File: src/rtl/alu_issue_unit.sv
// alu_issue_unit
//   In-order issue stage in front of the ALU execution unit. Holds one
//   instruction in an issue register, resolves its source operands against a
//   renamed architectural register file (with same-cycle CDB bypass), and
//   offers the command downstream. On acceptance the destination register is
//   renamed to the tag returned by the execution unit. CDB broadcasts retire
//   matching tags back into register values.
//
// Handshakes (both directions use strict valid/ready semantics):
//   - Upstream: an instruction transfers on a rising edge where
//     instr_valid && instr_ready. instr_ready does not depend on instr_valid.
//   - Downstream: command_update_en is the valid. The command transfers on a
//     rising edge where command_update_en && command_update_accepted.
//     command_update_accepted with no command held has no effect.
//
// Ports:
//   clk, rst                     clock, synchronous active-high reset
//   instr_*                      upstream instruction and handshake
//   cdb_in_*                     common data bus snoop
//   command_update_en            command valid toward the execution unit
//   operand_{a,b}_data[_is_valid] resolved operands (value or producer tag)
//   command_update_accepted      execution unit took the command
//   command_result_cdb_tag       tag assigned to the accepted command
//   dbg_addr/dbg_data/dbg_busy   combinational register file peek
module alu_issue_unit #(
  parameter int DATA_WIDTH = 4,
  parameter int CDB_TAG_WIDTH = 4,
  parameter int NUM_REGS = 4,
  localparam int REG_ADDR_WIDTH = $clog2(NUM_REGS)
) (
  input  logic                      clk,
  input  logic                      rst,
  input  logic                      instr_valid,
  output logic                      instr_ready,
  input  logic [REG_ADDR_WIDTH-1:0] instr_dst,
  input  logic [REG_ADDR_WIDTH-1:0] instr_src_a,
  input  logic [REG_ADDR_WIDTH-1:0] instr_src_b,
  input  logic                      instr_b_is_imm,
  input  logic [DATA_WIDTH-1:0]     instr_imm,
  input  logic                      cdb_in_valid,
  input  logic [CDB_TAG_WIDTH-1:0]  cdb_in_tag,
  input  logic [DATA_WIDTH-1:0]     cdb_in_data,
  output logic                      command_update_en,
  output logic [DATA_WIDTH-1:0]     operand_a_data,
  output logic                      operand_a_data_is_valid,
  output logic [DATA_WIDTH-1:0]     operand_b_data,
  output logic                      operand_b_data_is_valid,
  input  logic                      command_update_accepted,
  input  logic [CDB_TAG_WIDTH-1:0]  command_result_cdb_tag,
  input  logic [REG_ADDR_WIDTH-1:0] dbg_addr,
  output logic [DATA_WIDTH-1:0]     dbg_data,
  output logic                      dbg_busy
);

  // Issue register
  logic                      held_q;
  logic [REG_ADDR_WIDTH-1:0] dst_q;
  logic [REG_ADDR_WIDTH-1:0] src_a_q;
  logic [REG_ADDR_WIDTH-1:0] src_b_q;
  logic                      b_is_imm_q;
  logic [DATA_WIDTH-1:0]     imm_q;

  // Renamed register file
  logic [DATA_WIDTH-1:0]    value_q [NUM_REGS];
  logic [NUM_REGS-1:0]      busy_q;
  logic [CDB_TAG_WIDTH-1:0] tag_q   [NUM_REGS];

  logic fire;
  logic accept;

  assign accept            = held_q && command_update_accepted;
  // The slot frees in the same cycle the command leaves, so issue can run
  // back to back at one instruction per cycle.
  assign instr_ready       = !held_q || command_update_accepted;
  assign fire              = instr_valid && instr_ready;
  assign command_update_en = held_q;

  assign dbg_data = value_q[dbg_addr];
  assign dbg_busy = busy_q[dbg_addr];

  // Resolve one source against pre-update state: value if ready, CDB bypass
  // if the producer broadcasts this cycle, otherwise the producer tag.
  function automatic logic [DATA_WIDTH:0] lookup(input logic [REG_ADDR_WIDTH-1:0] addr);
    logic [DATA_WIDTH:0] r;
    if (!busy_q[addr]) begin
      r = {1'b1, value_q[addr]};
    end else if (cdb_in_valid && (cdb_in_tag == tag_q[addr])) begin
      r = {1'b1, cdb_in_data};
    end else begin
      r = {1'b0, DATA_WIDTH'(tag_q[addr])};
    end
    return r;
  endfunction

  always_comb begin
    {operand_a_data_is_valid, operand_a_data} = lookup(src_a_q);
    if (b_is_imm_q) begin
      operand_b_data_is_valid = 1'b1;
      operand_b_data          = imm_q;
    end else begin
      {operand_b_data_is_valid, operand_b_data} = lookup(src_b_q);
    end
  end

  always_ff @(posedge clk) begin
    if (rst) begin
      held_q     <= 1'b0;
      dst_q      <= '0;
      src_a_q    <= '0;
      src_b_q    <= '0;
      b_is_imm_q <= 1'b0;
      imm_q      <= '0;
    end else if (fire) begin
      held_q     <= 1'b1;
      dst_q      <= instr_dst;
      src_a_q    <= instr_src_a;
      src_b_q    <= instr_src_b;
      b_is_imm_q <= instr_b_is_imm;
      imm_q      <= instr_imm;
    end else if (accept) begin
      held_q <= 1'b0;
    end
  end

  always_ff @(posedge clk) begin
    if (rst) begin
      busy_q <= '0;
      for (int i = 0; i < NUM_REGS; i++) begin
        value_q[i] <= '0;
        tag_q[i]   <= '0;
      end
    end else begin
      for (int i = 0; i < NUM_REGS; i++) begin
        // Only busy registers retire; a stale tag on an idle register is ignored.
        if (cdb_in_valid && busy_q[i] && (tag_q[i] == cdb_in_tag)) begin
          value_q[i] <= cdb_in_data;
          busy_q[i]  <= 1'b0;
        end
        // Rename placed last so a same-cycle rename keeps the register busy
        // under the new tag while the value still captures the broadcast.
        if (accept && (dst_q == REG_ADDR_WIDTH'(i))) begin
          busy_q[i] <= 1'b1;
          tag_q[i]  <= command_result_cdb_tag;
        end
      end
    end
  end

endmodule

File: config.mk
export PLATFORM = sky130hd
export DESIGN_NAME = alu_issue_unit
export DESIGN_NICKNAME = d
export VERILOG_FILES = /design/src/rtl/alu_issue_unit.sv
export SDC_FILE = /design/constraint.sdc
export NUM_CORES = 1
export LEC_CHECK = 0
export ABC_AREA = 1
export BUFFER_PORTS_ARGS = -buffer_cell sky130_fd_sc_hd__buf_4
export CAP_MARGIN = 20
export CELL_PAD_IN_SITES_DETAIL_PLACEMENT = 1
export CELL_PAD_IN_SITES_GLOBAL_PLACEMENT = 2
export CORE_UTILIZATION = 35
export CTS_CLUSTER_SIZE = 30
export DETAILED_ROUTE_END_ITERATION = 6
export HOLD_SLACK_MARGIN = 0.02
export PLACE_DENSITY_LB_ADDON = 0.1
export SLEW_MARGIN = 20
export SYNTH_ARGS = -nofsm -noshare
export SYNTH_HDL_FRONTEND = slang
export SYNTH_SLANG_ARGS = --single-unit
File: constraint.sdc
create_clock -name clk -period 4.85 [get_ports clk]
set_input_delay 0.97 -clock clk [delete_from_list [all_inputs] [get_ports clk]]
set_output_delay 0.97 -clock clk [all_outputs]
set_load 0.01 [all_outputs]
==> impl.org <==
** Outcome
- Result of the run :: complete, but fails checks
- The checks that failed: design-rule violations.

** STA
- In the post-route analysis, the smallest setup slack over all paths is 1.461 ns.
- For the pin with the worst max-slew slack, the measured transition is 0.7319 ns.
- For the finished layout, the period the worst path requires is roughly 3.4 ns.
- RSZ-0062 raised after global routing :: false
- Summed over all failing endpoints, the final setup total negative slack is 0 ns.
- Final hold vios :: 0
- Setup-failing EPs final :: 0
- Final worst clock skew :: 0.01022 ns
- Achievable clock frequency :: 0.2951 GHz
- Rel. slew slack :: 0.5114
- In the finished design, the share of the clock period the worst path needs comes to 0.6987.
- The max-slew violation total from the final report was 0.

** Synth
- Sorting the synthesized cells by how often they occur yields nand2_1, nor2_1, inv_1, o21ai_0, nand3_1.
- Number of nets in the synthesized netlist :: 474
- Of the post-synthesis cell area, the dominant cell type holds 0.2965.
- Count of warnings emitted by yosys :: 0
- Register bit count reported by yosys :: 52
- Most numerous cell in the Yosys netlist :: nand2_1
- Largest family of logic cells by synthesized area :: simple AND/OR/NAND/NOR gates
- edfxtp_1 takes more of the synthesized area than any other cell.
- Of the total synthesized cell area, the portion taken by full adders, half adders and majority gates is 0.
- Leading post-synthesis cells by cell area :: edfxtp_1, nand2_1, dfxtp_1
- Mean cell area of the mapped netlist :: 7.299 sq um
- Netlist cell types :: 37
- Of the total synthesized cell area, the portion taken by XOR and XNOR cells is 0.02703.
- The synthesized design contains 32 enable-type register cells.
- After synthesis, the share of cell area in mux cells is 0.
- Share of async-settable or async-resettable flops after synthesis :: 0
- Seq/Total Area, Yosys :: 0.4201
- The post-synthesis compound-gate area fraction came to 0.1456.
- Mapped cell area :: 0.003241 sq mm
- Dominant register cell in the synthesized netlist :: edfxtp_1
- Synthesized instance count :: 444
- Of the total synthesized cell area, the portion taken by AND, OR, NAND and NOR gates is 0.3208.

** Detailed routing
- After detailed routing, the number of vias per cell comes to 5.385.
- After detailed routing, the total wire length is 10590 microns.
- TritonRoute pass-1 iters :: 6
- After detailed routing, the number of remaining DRC violations is 2.
- For this block, the via count after detailed routing is 3188.
- Detailed router's first-iteration violation count :: between 90 and 100
- The count of nets left with antenna violations once routing finished came out at 0.
- Average detailed-routed wire length per instance :: 17.88 microns

** Clock tree
- For the worst-skew pair, the clock arrives at the later sink with an insertion delay of 0.31 ns.
- The cell sitting at the root of the clock tree is a clkbuf_8.
- Once the clock tree was built, the resizer swapped 0 gates to a different size.
- TritonCTS built the clock tree.
- Counting every sink on the clock net gives 52.
- Buffers inserted during post-CTS setup optimization :: 0
- Hold-fix buffers at CTS :: 0
- After clock tree synthesis, the clock-pin slew on the worst setup and hold paths is 0.10 ns.
- The clock passes through at most 2 buffers.
- The H-tree was split into 2 levels.
- TritonCTS created 5 clock buffers.

** Critical path
- The worst register-to-register path has a depth of 5.
- The worst setup path is captured at an output pin.
- Data on the critical path arrives at its endpoint at 2.42 ns.
- Reg2Reg Launch Point :: tag_q[0][2]
- Of all nets on the critical path, the largest fanout is 13.
- Capture point of the worst reg-to-reg path :: value_q[0][3]
- Across all register-to-register paths, the minimum setup slack is 3.00 ns.
- Type of the worst setup path :: flip-flop to output pin
- The worst setup path is launched from a flip-flop.
- At the worst endpoint, the required time is 3.88 ns.

** Power and ir drop
- Power density over the cells :: approximately 280 mW/mm^2
- Leakage power total :: 1.618 nW
- Peak supply drop :: 0.1288 mV

** Die
- Overall die height :: 98.23 microns
- The floorplan step defined a core boundary enclosing 0.008848 sq mm.
- For this configuration, the core starts out at a cell density of 0.3662.
- Number of I/O pins :: 47
- The floorplan step set the die width to 98.23 microns.
- Total die area :: 0.009648 sq mm
- Total number of placement rows :: 34

** Hold path
- In this run the worst hold path is classified as flip-flop to flip-flop.
- In this run the most critical hold path is launched from imm_q[1].
- The worst hold path terminates at imm_q[1].
- Cells on Worst Hold Path :: 2

** GRT
- Entering global routing, the biggest net connects 26 pins.
- Overflow after GRT :: 0
- The via count of the first global-routing pass was 3143.
- The number of antenna violations at the first check in global routing is 0.
- Global-route wire length before repair :: 16880 microns
- For this run, the total global-route usage over all layers was measured as 0.2276.

** Placed design
- The wire-length estimate of the detail-placed layout is 8520 microns.
- Routability-driven placement finished with a final weighted congestion of 0.8495.
- Instance area after placement :: between 0.003 and 0.004 sq mm
- Worst setup slack after placement :: 1.673 ns
- Buffers placed on the I/O ports in this run total 46.

** Layout
- Antenna cell count :: 0
- Post-layout nets :: 513
- Final std cell area, no fill :: 0.003725 sq mm
- Final core utilization :: 0.4210
- Proportion of layout cells with a drive suffix above 1 :: 0.1674
- Compared with the post-synthesis result, the final layout area differs by 14.94%.

** Job
- Max-cap violations in this run came to 0.
## through the flow
stage	instances	power [mW]	hold WS (ns)
after CTS	592	1.045	0.5081
after global placement	584	0.7817	0.4743
after floorplan	444	0.6851	0.4549
final	592	1.039	0.5037
after detailed placement	584	0.7852	0.4899
after global routing	592	1.092	0.5308
## per-layer routing
metal / part of all wire / track usage / wire, microns
met5: 0 / 0 / 0
met4: 0.023 / 0.07233 / 241
met3: 0.043 / 0.03006 / 452
met2: 0.48 / 0.3906 / 5050
met1: 0.46 / 0.2974 / 4841
## report_power, final
part           switching, mW  internal, mW  leakage [nW]
Sequential            0.0302         0.490         0.498
Clock                  0.158         0.107        0.0491
Combinational          0.156        0.0983          1.07
Total                  0.344         0.695          1.62
## registers in the layout (all words and copies together) (netlist names), named ones only
name               count
busy_q                 4
value_q               16
imm_q                  4
command_update_en      1
b_is_imm_q             1
tag_q                 16
dst_q                  2
src_a_q                2
src_b_q                2
## cells by family (layout without fill, tap and decap cells)
family,count (synthesis),after routing
compound gates,87,87
buf+inv,62,102
flops,52,52
simple gates,236,236
xor+xnor,7,7
## final cells by class
cell class	count	area, sq um
clock inverters	3	26.28
clock buffers	5	68.82
repair buffers	47	352.8
multi-input cells	330	1599
inverters	47	181.4
fillers	1135	5124
well taps	108	135.1
flip-flops and latches	52	1361
## cells in the final DEF, fill, tap and decap left out, types with 2 or more instances in the layout
cell type	count
a21oi_1	30
a21oi_2	2
a31oi_1	2
buf_4	47
clkbuf_8	5
dfxtp_1	20
edfxtp_1	32
inv_1	42
inv_2	4
inv_6	3
nand2_1	110
nand3_1	33
nand3_2	3
nand4_1	8
nor2_1	61
nor2_2	2
nor2_4	2
nor3_1	5
o21ai_0	42
o21ai_1	2
o22ai_1	6
or2_2	6
xor2_1	5
## worst max-delay path by stage
stage,end,start,slack [ns]
4_1_cts,operand_a_data[1],flip-flop,1.48
2_1_floorplan,dbg_busy,dbg_addr[0],2.05
6_report,operand_a_data[1],flip-flop,1.46
3_5_place_dp,operand_a_data[1],cdb_in_tag[2],1.67
3_3_place_gp,operand_a_data[3],cdb_in_tag[2],1.69
5_1_grt,operand_b_data[3],flip-flop,1.24
## worst max-delay path, cell delays in order, from the launching register on
cell     delay [ns]
dfxtp_1        0.73
inv_1          0.20
a21oi_1        0.16
o21ai_1        0.08
nand2_1        0.13
xor2_2         0.26
nand3_2        0.15
nand2_1        0.10
nand3_1        0.10
nand2_1        0.08
buf_4          0.11
Note: power is estimated with default switching activity, not from simulation.
